### src/rtl/gateman_pkg.sv
`default_nettype none
// +----------------------------------------------------------------------+
// | gateman_pkg                                                          |
// | Shared widths, FSM encodings and note-stack entry type.              |
// | Revision: 1.0                                                        |
// +----------------------------------------------------------------------+
package gateman_pkg;
  localparam int NOTE_W = 7;
  localparam int VEL_W  = 7;
  localparam int CNT_W  = 5;

  typedef logic [CNT_W-1:0] cnt_t;

  typedef enum logic [1:0] {
    EV_IDLE = 2'd0,
    EV_SCAN = 2'd1,
    EV_UPD  = 2'd2
  } ev_state_t;

  typedef enum logic [1:0] {
    G_OFF = 2'd0,
    G_ON  = 2'd1,
    G_GAP = 2'd2
  } gate_state_t;

  typedef struct packed {
    logic [NOTE_W-1:0] note;
    logic [VEL_W-1:0]  vel;
  } entry_t;
endpackage
`default_nettype wire

### src/rtl/gateman_gate_gen_if.sv
`default_nettype none
// +----------------------------------------------------------------------+
// | gateman_gate_gen_if                                                  |
// | Note-event valid/ready channel from the MIDI parser.                 |
// | Revision: 1.0                                                        |
// +----------------------------------------------------------------------+
interface gateman_gate_gen_if;
  import gateman_pkg::*;

  logic              ev_valid;
  logic              ev_ready;
  logic              ev_on;
  logic [NOTE_W-1:0] ev_note;
  logic [VEL_W-1:0]  ev_vel;

  modport master (output ev_valid, ev_on, ev_note, ev_vel, input ev_ready);
  modport slave  (input ev_valid, ev_on, ev_note, ev_vel, output ev_ready);
endinterface
`default_nettype wire

### src/rtl/gateman_gate_gen_note_stack.sv
`default_nettype none
// +----------------------------------------------------------------------+
// | gateman_note_stack                                                   |
// | Held-note stack: one-entry-per-clock match scan, one-clock update.   |
// | Revision: 1.0                                                        |
// +----------------------------------------------------------------------+
module gateman_note_stack
  import gateman_pkg::*;
#(
  parameter int STACK_DEPTH = 8
) (
  input  logic              clock,
  input  logic              reset_n,
  input  logic              clear,
  input  logic              start,
  input  logic              scan_en,
  input  logic [NOTE_W-1:0] key,
  input  logic              upd_en,
  input  logic              upd_on,
  input  entry_t            upd_ent,
  input  logic              rem_en,
  input  cnt_t              rem_idx,
  output logic              scan_done,
  output logic              hit,
  output cnt_t              hit_idx,
  output cnt_t              cnt,
  output cnt_t              cnt_new,
  output entry_t            top_new
);
  localparam cnt_t ONE = cnt_t'(1);

  entry_t mem     [STACK_DEPTH];
  entry_t mem_nxt [STACK_DEPTH];
  entry_t cur;
  cnt_t   scan_idx;
  cnt_t   cnt_rem;
  logic   match;

  always_comb begin
    cur = '0;
    for (int i = 0; i < STACK_DEPTH; i++)
      if (cnt_t'(i) == scan_idx) cur = mem[i];
  end

  assign match     = (cnt != '0) && (cur.note == key);
  assign scan_done = scan_en && ((cnt == '0) || match || (scan_idx == cnt - ONE));

  always_ff @(posedge clock or negedge reset_n) begin
    if (!reset_n) begin
      scan_idx <= '0;
      hit      <= 1'b0;
      hit_idx  <= '0;
    end else if (start) begin
      scan_idx <= '0;
      hit      <= 1'b0;
      hit_idx  <= '0;
    end else if (scan_en && !scan_done) begin
      scan_idx <= scan_idx + ONE;
    end else if (scan_en && match) begin
      hit     <= 1'b1;
      hit_idx <= scan_idx;
    end
  end

  // Remove (shift down above rem_idx), then push on the freed top slot.
  always_comb begin
    cnt_rem = rem_en ? cnt - ONE : cnt;
    for (int i = 0; i < STACK_DEPTH; i++)
      mem_nxt[i] = mem[i];
    for (int i = 0; i < STACK_DEPTH - 1; i++)
      if (rem_en && (cnt_t'(i) >= rem_idx)) mem_nxt[i] = mem[i+1];
    if (upd_on)
      for (int i = 0; i < STACK_DEPTH; i++)
        if (cnt_t'(i) == cnt_rem) mem_nxt[i] = upd_ent;
    cnt_new = upd_on ? cnt_rem + ONE : cnt_rem;
    top_new = '0;
    for (int i = 0; i < STACK_DEPTH; i++)
      if (cnt_t'(i) == cnt_new - ONE) top_new = mem_nxt[i];
  end

  always_ff @(posedge clock or negedge reset_n) begin
    if (!reset_n) begin
      cnt <= '0;
      for (int i = 0; i < STACK_DEPTH; i++) mem[i] <= '0;
    end else if (clear) begin
      cnt <= '0;
    end else if (upd_en) begin
      cnt <= cnt_new;
      for (int i = 0; i < STACK_DEPTH; i++) mem[i] <= mem_nxt[i];
    end
  end
endmodule
`default_nettype wire

### src/rtl/gateman_gate_gen.sv
`default_nettype none
// +----------------------------------------------------------------------+
// | gateman_gate_gen                                                     |
// | GATE/GATEchgd generator with last-note-priority stack for the ADSRs. |
// | Option: GATEMAN_RETRIG_EN enables the retrigger gap on note-on.      |
// | Revision: 1.0                                                        |
// +----------------------------------------------------------------------+
module gateman_gate_gen
  import gateman_pkg::*;
#(
  parameter int STACK_DEPTH = 8,
  parameter int RETRIG_CYC  = 4
) (
  input  logic                clock,
  input  logic                reset_n,
  gateman_gate_gen_if.slave   ev,
  input  logic                panic,
  output logic                GATE,
  output logic                GATEchgd,
  output logic [NOTE_W-1:0]   note_out,
  output logic [VEL_W-1:0]    vel_out,
  output cnt_t                stack_cnt,
  output logic [7:0]          led
);
  localparam int GAP_W = (RETRIG_CYC > 2) ? $clog2(RETRIG_CYC) : 1;
  localparam logic [GAP_W-1:0] GAP_LAST = GAP_W'(RETRIG_CYC - 1);

  logic              rst_meta, rst_n_s;
  ev_state_t         ev_state, ev_nxt;
  gate_state_t       gate_state, gate_st_nxt;
  logic [GAP_W-1:0]  gap_cnt, gap_nxt;
  logic              gate_nxt;
  logic              xfer, upd_en, full, rem_en;
  logic              ev_on_q;
  logic [NOTE_W-1:0] ev_note_q;
  logic [VEL_W-1:0]  ev_vel_q;
  logic              scan_done, hit;
  cnt_t              hit_idx, cnt_new, rem_idx;
  entry_t            top_new;

  // Reset asserts immediately but is released on a clock edge.
  always_ff @(posedge clock or negedge reset_n) begin
    if (!reset_n) begin
      rst_meta <= 1'b0;
      rst_n_s  <= 1'b0;
    end else begin
      rst_meta <= 1'b1;
      rst_n_s  <= rst_meta;
    end
  end

  assign ev.ev_ready = (ev_state == EV_IDLE) && (gate_state != G_GAP) && !panic;
  assign xfer        = ev.ev_valid && ev.ev_ready;
  assign upd_en      = (ev_state == EV_UPD);
  assign full        = (stack_cnt == cnt_t'(STACK_DEPTH));
  assign rem_en      = hit || (ev_on_q && full);
  assign rem_idx     = hit ? hit_idx : '0;

  gateman_note_stack #(.STACK_DEPTH(STACK_DEPTH)) u_stack (
    .clock     (clock),
    .reset_n   (rst_n_s),
    .clear     (panic),
    .start     (xfer),
    .scan_en   (ev_state == EV_SCAN),
    .key       (ev_note_q),
    .upd_en    (upd_en),
    .upd_on    (ev_on_q),
    .upd_ent   ({ev_note_q, ev_vel_q}),
    .rem_en    (rem_en),
    .rem_idx   (rem_idx),
    .scan_done (scan_done),
    .hit       (hit),
    .hit_idx   (hit_idx),
    .cnt       (stack_cnt),
    .cnt_new   (cnt_new),
    .top_new   (top_new)
  );

  always_ff @(posedge clock or negedge rst_n_s) begin
    if (!rst_n_s) begin
      ev_state   <= EV_IDLE;
      gate_state <= G_OFF;
      gap_cnt    <= '0;
    end else begin
      ev_state   <= ev_nxt;
      gate_state <= gate_st_nxt;
      gap_cnt    <= gap_nxt;
    end
  end

  always_comb begin
    ev_nxt      = ev_state;
    gate_st_nxt = gate_state;
    gate_nxt    = GATE;
    gap_nxt     = gap_cnt;
    case (ev_state)
      EV_IDLE: if (xfer) ev_nxt = EV_SCAN;
      EV_SCAN: if (scan_done) ev_nxt = EV_UPD;
      EV_UPD:  ev_nxt = EV_IDLE;
      default: ev_nxt = EV_IDLE;
    endcase
    case (gate_state)
      G_OFF: if (upd_en && (cnt_new != '0)) begin
        gate_nxt    = 1'b1;
        gate_st_nxt = G_ON;
      end
      G_ON: if (upd_en) begin
        if (cnt_new == '0) begin
          gate_nxt    = 1'b0;
          gate_st_nxt = G_OFF;
        end
`ifdef GATEMAN_RETRIG_EN
        else if (ev_on_q) begin
          gate_nxt    = 1'b0;
          gate_st_nxt = G_GAP;
          gap_nxt     = '0;
        end
`endif
      end
      G_GAP: if (gap_cnt == GAP_LAST) begin
        gate_nxt    = 1'b1;
        gate_st_nxt = G_ON;
      end else begin
        gap_nxt = gap_cnt + GAP_W'(1);
      end
      default: gate_st_nxt = G_OFF;
    endcase
    if (panic) begin
      ev_nxt      = EV_IDLE;
      gate_st_nxt = G_OFF;
      gate_nxt    = 1'b0;
    end
  end

  // A note-off that missed leaves note/velocity untouched.
  always_ff @(posedge clock or negedge rst_n_s) begin
    if (!rst_n_s) begin
      GATE      <= 1'b0;
      GATEchgd  <= 1'b0;
      ev_on_q   <= 1'b0;
      ev_note_q <= '0;
      ev_vel_q  <= '0;
      note_out  <= '0;
      vel_out   <= '0;
    end else begin
      GATE     <= gate_nxt;
      GATEchgd <= gate_nxt ^ GATE;
      if (xfer) begin
        ev_on_q   <= ev.ev_on;
        ev_note_q <= ev.ev_note;
        ev_vel_q  <= ev.ev_vel;
      end
      if (!panic && upd_en && (ev_on_q || hit) && (cnt_new != '0)) begin
        note_out <= top_new.note;
        vel_out  <= top_new.vel;
      end
    end
  end

  assign led = {1'b0, ev_state, gate_state, GATE, (stack_cnt == '0), full};
endmodule
`default_nettype wire

### src/flat_wrapper.sv
// flat-port wrapper written by rule: the top's interface ports become plain ports
module gateman_gate_gen_flat import gateman_pkg::*;
#(
  parameter int STACK_DEPTH = 8,
  parameter int RETRIG_CYC  = 4
)
  (clock, reset_n, panic, GATE, GATEchgd, note_out, vel_out, stack_cnt, led, ev_ev_valid, ev_ev_on, ev_ev_note, ev_ev_vel, ev_ev_ready);
  gateman_gate_gen_if ev_i ();
  input  logic clock;
  input  logic reset_n;
  input  logic panic;
  output logic GATE;
  output logic GATEchgd;
  output logic [NOTE_W-1:0] note_out;
  output logic [VEL_W-1:0] vel_out;
  output cnt_t stack_cnt;
  output logic [7:0] led;
  input wire logic [$bits(ev_i.ev_valid)-1:0] ev_ev_valid;
  input wire logic [$bits(ev_i.ev_on)-1:0] ev_ev_on;
  input wire logic [$bits(ev_i.ev_note)-1:0] ev_ev_note;
  input wire logic [$bits(ev_i.ev_vel)-1:0] ev_ev_vel;
  output wire logic [$bits(ev_i.ev_ready)-1:0] ev_ev_ready;
  assign ev_i.ev_valid = ev_ev_valid;
  assign ev_i.ev_on = ev_ev_on;
  assign ev_i.ev_note = ev_ev_note;
  assign ev_i.ev_vel = ev_ev_vel;
  assign ev_ev_ready = ev_i.ev_ready;
  gateman_gate_gen #(.STACK_DEPTH(STACK_DEPTH), .RETRIG_CYC(RETRIG_CYC)) u_core (.clock(clock), .reset_n(reset_n), .ev(ev_i), .panic(panic), .GATE(GATE), .GATEchgd(GATEchgd), .note_out(note_out), .vel_out(vel_out), .stack_cnt(stack_cnt), .led(led));
endmodule
### config.mk
export PLATFORM = sky130hd
export DESIGN_NAME = gateman_gate_gen_flat
export DESIGN_NICKNAME = d
export VERILOG_FILES = /design/src/rtl/gateman_pkg.sv /design/src/rtl/gateman_gate_gen_if.sv /design/src/rtl/gateman_gate_gen_note_stack.sv /design/src/rtl/gateman_gate_gen.sv /design/src/flat_wrapper.sv
export SDC_FILE = /design/constraint.sdc
export NUM_CORES = 1
export LEC_CHECK = 0
export BUFFER_PORTS_ARGS = -buffer_cell sky130_fd_sc_hd__buf_2
export CAP_MARGIN = 40
export CORE_UTILIZATION = 60
export DETAILED_ROUTE_END_ITERATION = 10
export PLACE_DENSITY = 0.78
export SLEW_MARGIN = 20
export SYNTH_ARGS = -nofsm -noshare
export SYNTH_HDL_FRONTEND = slang
export SYNTH_SLANG_ARGS = --single-unit
### constraint.sdc
create_clock -name clock -period 6.3 [get_ports clock]
set_input_delay 0.945 -clock clock [delete_from_list [all_inputs] [get_ports clock]]
set_output_delay 0.945 -clock clock [all_outputs]
set_load 0.02 [all_outputs]
==> qor.csv <==
stage;metric;value;unit
clock_network;cts hold-fix bufs;0;
critical_path;CP Capture Type;register;
routing;Routed WL per cell;22.8;um
finish;final core occ;67.5;%
clock_network;deepest clock path buffer count;2;
synth;Synth cell types;82;
sta;period utilization;80.8;%
clock_network;post-CTS sizing;0;
finish;# diodes;0;
synth;dominant cell type by area after synthesis;dfrtp_1;
finish;Final nets;1407;
critical_path;critical path class;register to register;
finish;most frequent cells in the layout;163 x dfrtp_1, 161 x nand2_1, 139 x nor2_1;
sta;crit path time final;5.09;ns
finish;final instance area;0.0128;mm^2
sta;Max-Slew Margin vs Limit;43.3;%
placement;dpl cell area;0.0121;mm^2
grt;All-Layer GR Usage;38.3;%
synth;register area share after synthesis;34.9;%
status;status;finished clean;
critical_path;worst reg2reg startpoint;u_core.u_stack.cnt[0];
grt;largest net degree at the start of global routing;62;
routing;First-pass DRT Iterations;6;
clock_network;H-tree depth;4;
synth;Syn Area/Cell;8.43;um^2
sta;Worst-Margin Slew;0.846;ns
sta;fin. max-slew vios;0;
synth;Area contributors post-synth;dfrtp_1 35%, mux2_2 8.5%, mux2i_1 8.2%;
synth;Async SR Flop Fraction;100;%
critical_path;Worst Path Arrival;5.40;ns
sta;RSZ-0062 raised after global routing;no;
sta;worst hold slack;0.279;ns
grt;vias in the first global route;10700;
routing;final WL;37700;um
finish;commonest non-fill, non-tap cell in the layout;dfrtp_1;
routing;met2 wire len;17300;um
routing;Antenna Nets Post-Route;0;
sta;Peak Freq;196;MHz
clock_network;TritonCTS buffer count;17;
critical_path;CP Max Fanout;30;
critical_path;WP data required;6.61;ns
floorplan;row count;50;
floorplan;Die H;142;um
grt;antenna violations before repair;0;
routing;DR vias;11400;
finish;layout cells sized above 1;17.3;%
min_path;Hold WC Path Type;input pin to asynchronous set/reset pin;
synth;synth warn;0;
placement;port bufs;46;
critical_path;critical path launch point type;register;
placement;final RePlAce weighted congestion;0.995;
synth;Cells after Synth;1396;
synth;Yosys top cell area share;34.9;%
synth;Synth Register Bits;164;
routing;highest routed layer;met4;
clock_network;clock sink count;164;
floorplan;die area;0.0202;mm^2
critical_path;cell family with most CP delay;compound AO/OA/AOI/OAI gates;
finish;Area Growth Syn to Fin;8.77;%
clock_network;Worst-Skew Late Latency;0.44;ns
floorplan;core footprint;0.0190;mm^2
pwr;Power Dens Cells;275;mW/mm^2
sta;Setup violations, final;0;
routing;WL met3;4000;um
floorplan;IO Count;49;
grt;first-pass GRT wire length;59100;um
job;Max Cap Viol;0;
synth;EDFF count, synth;0;
floorplan;Die Wd;142;um
placement;DP HPWL;24900;um
clock_network;Root Buffer;clkbuf_16;
clock_network;CTS tree;built;
floorplan;Starting Density;62.1;%
critical_path;cells along the critical path;inv_1 -> ha_1 -> nor4bb_1 -> buf_4 -> a21oi_1 -> a21boi_0 -> ha_1 -> nor2b_1 -> mux2i_1 -> o211ai_1 -> or2_2 -> o221ai_2 -> buf_4 -> or2_2 -> a221oi_1 -> o22ai_1;
finish;fillers;1515;
clock_network;# Post-CTS Setup Buffers;0;
routing;number of DRC markers in iteration 0;1650;
routing;Vias/cell;6.90;
routing;Metal-1 WL;14600;um
critical_path;CP Launch Point;u_core.u_stack.cnt[0];
critical_path;Worst path slowest cell;dfrtp_1;
finish;area of the multi-input gates;0.00704;mm^2
pwr;Leak Pwr;0.00584;uW
synth;Top FF cell, synth;dfrtp_1;
synth;post-synthesis cell area;0.0118;mm^2
sta;Worst Skew;0.0131;ns
sta;Final Hold Vio Count;0;
clock_network;Clock transition at path regs;0.07;ns
routing;# DRC;0;
critical_path;CP peak stage delay;0.53;ns
grt;gr ovfl total;0;
pwr;Worst VDD drop;186;uV
sta;setup TNS;0;ns
finish;Reg area;0.00411;mm^2
critical_path;WP buf/inv;3;
power breakdown:
part	switching, uW	internal (uW)
Sequential	269	1210
Clock	471	642
Combinational	507	415
registers in the layout, indices dropped and copies added (netlist names):
register and count:
u_core.ev_vel_q 7, u_core.u_stack.hit_idx 5, u_core.GATE 1, u_core.ev_state 2, u_core.note_out 7, u_core.u_stack.cnt 5, u_core.gate_state 1, u_core.GATEchgd 1
u_core.rst_meta 1, u_core.u_stack.mem 112, u_core.rst_n_s 1, u_core.vel_out 7, u_core.u_stack.scan_idx 5, u_core.ev_on_q 1, u_core.u_stack.hit 1, u_core.ev_note_q 7
path summary, 6_finish.rpt:
check | end | slack [ns] | cells past startpoint
min in group clock | u_core.rst_n_s | 0.35 | 0
setup / recovery | u_core.note_out[4] | 1.21 | 16
setup reg to reg | u_core.note_out[4] | 1.21 | 16
hold / removal | u_core.rst_n_s | 0.28 | 1
hold reg to reg | u_core.rst_n_s | 0.35 | 0
max in group asynchronous | u_core.u_stack.mem[20] | 4.81 | 2
metrics by stage:
stage	instances	power (uW)	worst slack, ns
3_5_place_dp	1614	2380	1.36
4_1_cts	1645	3480	1.31
3_3_place_gp	1606	2360	1.63
5_1_grt	1650	3660	0.783
6_report	1650	3520	1.21
2_1_floorplan	1397	2110	1.39
final cells by class:
type                            count  share of cell area [%]
Clock buffer                       19                    3.46
Clock inverter                     12                    1.32
Inverter                           19                   0.557
Multi-Input combinational cell   1086                    55.0
Sequential cell                   164                    32.1
Tap cell                          260                    2.54
Timing Repair Buffer               90                    4.98
Yosys cell counts, types with 17 or more instances:
cell type  number
a21oi_1       116
a221oi_1       18
a31oi_1        18
and2_1         17
and3_1         20
buf_2          32
clkbuf_1       80
dfrtp_1       164
inv_1          19
mux2_2         89
mux2i_1        96
nand2_1       161
nand3_1        27
nand3b_1       18
nor2_1        140
nor2b_1        18
o21ai_0        78
o22ai_1        89
kinds of logic (layout without fill, tap and decap cells):
group | Yosys count | after routing | synth area share [%]
xor+xnor | 16 | 16 | 1.44
fa+ha+maj | 10 | 10 | 1.06
flops | 164 | 164 | 34.9
buf+inv | 147 | 140 | 5.46
simple gates | 479 | 479 | 19.8
other cells | 2 | 3 | 0.0638
mux | 186 | 186 | 16.8
compound gates | 392 | 392 | 20.5
routing by layer:
metal | up-vias | track usage (%)
met5 | - | 0
met4 | 0 | 22.0
met3 | 165 | 6.86
met2 | 806 | 59.5
met1 | 5402 | 50.2
li1 | 5018 | -
No activity file was read; power rests on OpenSTA's default activity.
